==> src/rtl/adsb_ppm_decoder.sv <==
// Mode S preamble detector and PPM bit slicer for a magnitude stream at SAMPLES_PER_CHIP
// samples per chip. The message length (56 or 112 bits) is chosen from the DF field.
module adsb_ppm_decoder #(
  parameter int unsigned MAG_WIDTH        = 16,
  parameter int unsigned SAMPLES_PER_CHIP = 2,
  parameter int unsigned THRESHOLD_WIDTH  = 24,
  parameter int unsigned SCORE_WIDTH      = MAG_WIDTH + $clog2(SAMPLES_PER_CHIP) + 6
) (
  input  logic                          Clk,
  input  logic                          Rst,
  input  logic                          Mag_valid,
  input  logic [MAG_WIDTH-1:0]          Mag_data,
  input  logic                          Cfg_enable,
  input  logic [THRESHOLD_WIDTH-1:0]    Cfg_threshold,
  output logic                          Msg_valid,
  output logic                          Msg_long,
  output logic [111:0]                  Msg_data,
  output logic signed [SCORE_WIDTH-1:0] Msg_score,
  output logic                          Busy
);
  localparam int unsigned Spc    = SAMPLES_PER_CHIP;
  localparam int unsigned WinLen = 16 * Spc;
  localparam int unsigned FillW  = $clog2(WinLen + 1);
  localparam int unsigned PhaseW = $clog2(2 * Spc);
  localparam int unsigned AccW   = MAG_WIDTH + 3;
  localparam int unsigned CmpW   =
      ((SCORE_WIDTH > THRESHOLD_WIDTH) ? SCORE_WIDTH : THRESHOLD_WIDTH) + 1;

  localparam logic [0:0] StIdle   = 1'b0;
  localparam logic [0:0] StDecode = 1'b1;

  logic [MAG_WIDTH-1:0]          dl_q [WinLen];
  logic [MAG_WIDTH-1:0]          win  [WinLen];
  logic signed [SCORE_WIDTH-1:0] chip_sum [16];
  logic signed [SCORE_WIDTH-1:0] on_sum, off_sum, score;
  logic signed [CmpW-1:0]        score_cmp, thr_cmp;
  logic                          detect;

  logic [0:0]                    state_q, state_d;
  logic [FillW-1:0]              fill_q, fill_d;
  logic [PhaseW-1:0]             phase_q, phase_d;
  logic [AccW-1:0]               acc_first_q, acc_first_d, acc_second_q, acc_second_d;
  logic [AccW-1:0]               second_tot;
  logic [6:0]                    bit_cnt_q, bit_cnt_d;
  logic [110:0]                  shreg_q, shreg_d;
  logic [111:0]                  shift_next;
  logic                          long_q, long_d;
  logic signed [SCORE_WIDTH-1:0] score_lat_q, score_lat_d;
  logic                          bit_val, bit_done, last_bit;
  logic [4:0]                    df;

  logic                          msg_valid_q, msg_valid_d, msg_long_q, msg_long_d;
  logic [111:0]                  msg_data_q, msg_data_d;
  logic signed [SCORE_WIDTH-1:0] msg_score_q, msg_score_d;

  // Window as it will look once the incoming sample is shifted in; index 0 is the oldest.
  for (genvar j = 0; j < WinLen - 1; j++) begin : g_win
    assign win[j] = dl_q[j+1];
  end
  assign win[WinLen-1] = Mag_data;

  always_comb begin
    on_sum  = '0;
    off_sum = '0;
    for (int c = 0; c < 16; c++) begin
      chip_sum[c] = '0;
      for (int s = 0; s < Spc; s++) begin
        chip_sum[c] = chip_sum[c] + $signed({{(SCORE_WIDTH-MAG_WIDTH){1'b0}}, win[c*Spc+s]});
      end
      if (c == 0 || c == 2 || c == 7 || c == 9) on_sum = on_sum + chip_sum[c];
      else                                      off_sum = off_sum + chip_sum[c];
    end
    score = (on_sum <<< 1) + on_sum - off_sum;
  end

  assign score_cmp = {{(CmpW-SCORE_WIDTH){score[SCORE_WIDTH-1]}}, score};
  assign thr_cmp   = {{(CmpW-THRESHOLD_WIDTH){1'b0}}, Cfg_threshold};
  assign detect    = (state_q == StIdle) && Cfg_enable &&
                     (fill_q >= FillW'(WinLen - 1)) && (score_cmp > thr_cmp);

  assign second_tot = acc_second_q + AccW'(Mag_data);
  assign bit_done   = (phase_q == PhaseW'(2 * Spc - 1));
  assign bit_val    = acc_first_q > second_tot;
  assign shift_next = {shreg_q, bit_val};
  assign df         = shift_next[4:0];
  assign last_bit   = (bit_cnt_q == (long_q ? 7'd111 : 7'd55));

  always_comb begin
    state_d      = state_q;
    fill_d       = fill_q;
    phase_d      = phase_q;
    acc_first_d  = acc_first_q;
    acc_second_d = acc_second_q;
    bit_cnt_d    = bit_cnt_q;
    shreg_d      = shreg_q;
    long_d       = long_q;
    score_lat_d  = score_lat_q;
    msg_valid_d  = 1'b0;
    msg_long_d   = msg_long_q;
    msg_data_d   = msg_data_q;
    msg_score_d  = msg_score_q;
    if (Mag_valid) begin
      case (state_q)
        StIdle: begin
          if (fill_q != FillW'(WinLen)) fill_d = fill_q + 1'b1;
          if (detect) begin
            state_d      = StDecode;
            phase_d      = '0;
            acc_first_d  = '0;
            acc_second_d = '0;
            bit_cnt_d    = '0;
            shreg_d      = '0;
            long_d       = 1'b0;
            score_lat_d  = score;
          end
        end
        default: begin
          phase_d = phase_q + 1'b1;
          if (phase_q < PhaseW'(Spc)) acc_first_d  = acc_first_q + AccW'(Mag_data);
          else                        acc_second_d = second_tot;
          if (bit_done) begin
            phase_d      = '0;
            acc_first_d  = '0;
            acc_second_d = '0;
            shreg_d      = shift_next[110:0];
            bit_cnt_d    = bit_cnt_q + 7'd1;
            if (bit_cnt_q == 7'd4) long_d = (df >= 5'd16);
            if (last_bit) begin
              // Refill the whole window before re-arming so message tail energy cannot trigger.
              state_d     = StIdle;
              fill_d      = '0;
              msg_valid_d = 1'b1;
              msg_long_d  = long_q;
              msg_data_d  = long_q ? shift_next : {shift_next[55:0], 56'd0};
              msg_score_d = score_lat_q;
            end
          end
        end
      endcase
    end
  end

  always_ff @(posedge Clk) begin
    if (Rst) begin
      for (int j = 0; j < WinLen; j++) dl_q[j] <= '0;
      state_q      <= StIdle;
      fill_q       <= '0;
      phase_q      <= '0;
      acc_first_q  <= '0;
      acc_second_q <= '0;
      bit_cnt_q    <= '0;
      shreg_q      <= '0;
      long_q       <= 1'b0;
      score_lat_q  <= '0;
      msg_valid_q  <= 1'b0;
      msg_long_q   <= 1'b0;
      msg_data_q   <= '0;
      msg_score_q  <= '0;
    end else begin
      if (Mag_valid) begin
        for (int j = 0; j < WinLen; j++) dl_q[j] <= win[j];
      end
      state_q      <= state_d;
      fill_q       <= fill_d;
      phase_q      <= phase_d;
      acc_first_q  <= acc_first_d;
      acc_second_q <= acc_second_d;
      bit_cnt_q    <= bit_cnt_d;
      shreg_q      <= shreg_d;
      long_q       <= long_d;
      score_lat_q  <= score_lat_d;
      msg_valid_q  <= msg_valid_d;
      msg_long_q   <= msg_long_d;
      msg_data_q   <= msg_data_d;
      msg_score_q  <= msg_score_d;
    end
  end

  assign Msg_valid = msg_valid_q;
  assign Msg_long  = msg_long_q;
  assign Msg_data  = msg_data_q;
  assign Msg_score = msg_score_q;
  assign Busy      = (state_q == StDecode);

endmodule

==> config.mk <==
export PLATFORM = sky130hd
export DESIGN_NAME = adsb_ppm_decoder
export DESIGN_NICKNAME = d
export VERILOG_FILES = /design/src/rtl/adsb_ppm_decoder.sv
export SDC_FILE = /design/constraint.sdc
export NUM_CORES = 2
export LEC_CHECK = 0
export CAP_MARGIN = 20
export CORE_ASPECT_RATIO = 2
export CORE_MARGIN = 8
export CORE_UTILIZATION = 55
export CTS_CLUSTER_DIAMETER = 200
export CTS_CLUSTER_SIZE = 28
export DETAILED_ROUTE_END_ITERATION = 8
export DONT_BUFFER_PORTS = 1
export PLACE_DENSITY = 0.7
export SETUP_SLACK_MARGIN = 0.2
export SYNTH_ARGS = -nofsm -noshare
export SYNTH_HDL_FRONTEND = slang
export SYNTH_SLANG_ARGS = --single-unit
==> constraint.sdc <==
create_clock -name Clk -period 31.5 [get_ports Clk]
set_clock_uncertainty 0.15 [all_clocks]
set_input_delay 1.575 -clock Clk [delete_from_list [all_inputs] [get_ports Clk]]
set_output_delay 1.575 -clock Clk [all_outputs]
set_load 0.02 [all_outputs]
==> results.ini <==
[detailed_routing]
drtPass1Iterations=5
drc=0
wl_per_cell_um=19.6
drtIter0Drc=2438
wirelength_um=108000
detail-route-antenna-nets=0
via_per_inst=5.55
num_vias=30700

[logic_synthesis]
synth-edff-count=496
avgSynthCellArea_um2=10.8
ys_types=76
ys.flop_type=edfxtp_1
synth.cell_area_mm2=0.0484
async_reset_ff_frac=0
synth_nets=5157
netlist_instances=4482
seq_area_frac_synth=0.442
synth-seq-cells=822
synth_warnings=0

[timing]
whs_ns=0.309
fmax_mhz=72.8
tightest_slew_ns=1.10
layout_min_cycle_time_ns=13.74
drv_slew=0
post-route-period-util=0.436
finalSetupTns_ns=0
hold_violations=0
relSlewSlack=0.266
rsz0062_at_grt=no
finalSetupViolations=0

[clock_network]
cts_buffer_depth=3
cts_tree=done
holdBufCountCts=0
postCtsSetupRepairBufs=0
clk_pin_slew_worst_paths_ns=0.11
clock-sinks=822
htree_num_levels=2
cts_resized=0
clkLatencyLatePin_ns=0.63
cts_inserted_buffers=35
root_buffer=clkbuf_16

[die]
rows=154
core_area_mm2=0.0877
die_area_mm2=0.0984
fp.dieH_um=436
start_util=0.552
die_w_um=226
boundaryPins=182

[placement]
place_area_mm2=0.0493
numPortBuffers=0
gp_congestion=0.877
dpl.hpwl_um=79900

[worst_hold_path]
min_from=score_lat_q[5]
hp-class=reg -> reg
holdPathStages=2
hold_end=Msg_score[5]

[critical_path]
r2r_slack_ns=17.76
slowest_delay_ns=0.83
critPathMaxFanout=87
critical_path.top_delay_family=adder cells
crit_top_cell=fa_1
crit_required_ns=31.90
endpoint_kind=flop
critPathKind=reg -> reg
r2r-end=acc_first_q[16]
reg2reg_depth=42
critPathBufInv=8
rr_startpoint=dl_q[0][98]
arrival_ns=14.14
worst_path_max_delay_cell=buf_4
start_kind=flop

[finish]
synthToLayoutAreaGrowth_pct=3.95
final_common_cell=inv_1
final_util=0.574
drive_above_1_share=0.0204
final_cell_area_mm2=0.0503
fin_nets=5032
final_cell_mix=572 x inv_1, 496 x edfxtp_1, 393 x fa_1, 340 x a21oi_1, 324 x dfxtp_1

[global_route]
grt_first_pass_wirelength_um=173000
grt_usage=0.221
grt_pass1_vias=31200
grt_remaining_overflow=0
antenna_found_initial=2
grt_max_degree=520

[run]
cap_violations=0

[status]
status=completed

## worst reg2reg max path, delay by kind of cell, from the launching register on
family | cells | cell delay (ns)
compound gates | 10 | 2.69
xor+xnor | 4 | 1.47
fa+ha+maj | 15 | 6.27
buf+inv | 8 | 1.78
flops | 1 | 0.36
simple gates | 5 | 0.94
## metrics by stage
| step | worst slack (ns) | std cells |
|---|---|---|
| floorplan | 19.97 | 4482 |
| global placement | 18.02 | 5488 |
| detailed placement | 17.75 | 5488 |
| CTS | 17.68 | 5536 |
| global route | 16.72 | 5538 |
| finish | 17.76 | 5540 |
## routing by layer
metal / global-route usage / vias up / wire, µm
li1: - / 14600 / -
met1: 0.290 / 15400 / 45900
met2: 0.384 / 614 / 55200
met3: 0.0249 / 119 / 4310
met4: 0.0616 / 0 / 3010
met5: 0 / - / 0
## flip-flops by register name (all words and copies together), names as in the netlist, 2 cells and up
name / flops
dl_q: 496
Msg_data: 112
shreg_q: 111
Msg_score: 23
score_lat_q: 23
acc_first_q: 19
acc_second_q: 19
bit_cnt_q: 7
fill_q: 6
phase_q: 2
## cell type report
type	instances	area (µm²)
fillers	7394	37300
multi-input cells	2905	24100
flip-flops and latches	822	21400
inverters	574	2150
well taps	1170	1460
clock buffers	44	910
repair buffers	19	195
clock inverters	4	46.3
diodes	2	5.00
## how the worst max path moves through the flow
stage               depth (start not counted)              end        start
detailed placement                         42  acc_first_q[18]  dl_q[0][98]
floorplan                                  44     bit_cnt_q[1]  dl_q[0][98]
global placement                           42  acc_first_q[16]  dl_q[0][98]
finish                                     42  acc_first_q[16]  dl_q[0][98]
CTS                                        42  acc_first_q[16]  dl_q[0][98]
global route                               43      shreg_q[80]  dl_q[0][98]
## cells in the mapped netlist (all sizes together), types with 52 or more instances
cell type,n,area share
nor2b,198,0.026
fa,393,0.16
dfxtp,326,0.13
xnor2,91,0.016
nand2,308,0.024
inv,572,0.044
xor2,58,0.010
clkbuf,138,0.011
mux2i,73,0.015
a21oi,341,0.035
and2,284,0.037
a21o,52,0.0081
a211oi,74,0.011
nor2,211,0.016
ha,238,0.062
nand3,208,0.022
edfxtp,496,0.31
o21ai,69,0.0072
## cells by family after synthesis
kind of cell,after synthesis,share of synthesized area
and+or+nand+nor,1358,0.143
DFF,822,0.442
buffers and inverters,755,0.0599
AOI/OAI and AO/OA,691,0.0880
adders and majority gates,633,0.224
xor gates and xnor gates,149,0.0270
muxes,74,0.0153
Power is left out: the tool's default activity adds up to more than one toggle a clock period on the data nets, which glitch-free logic cannot reach.
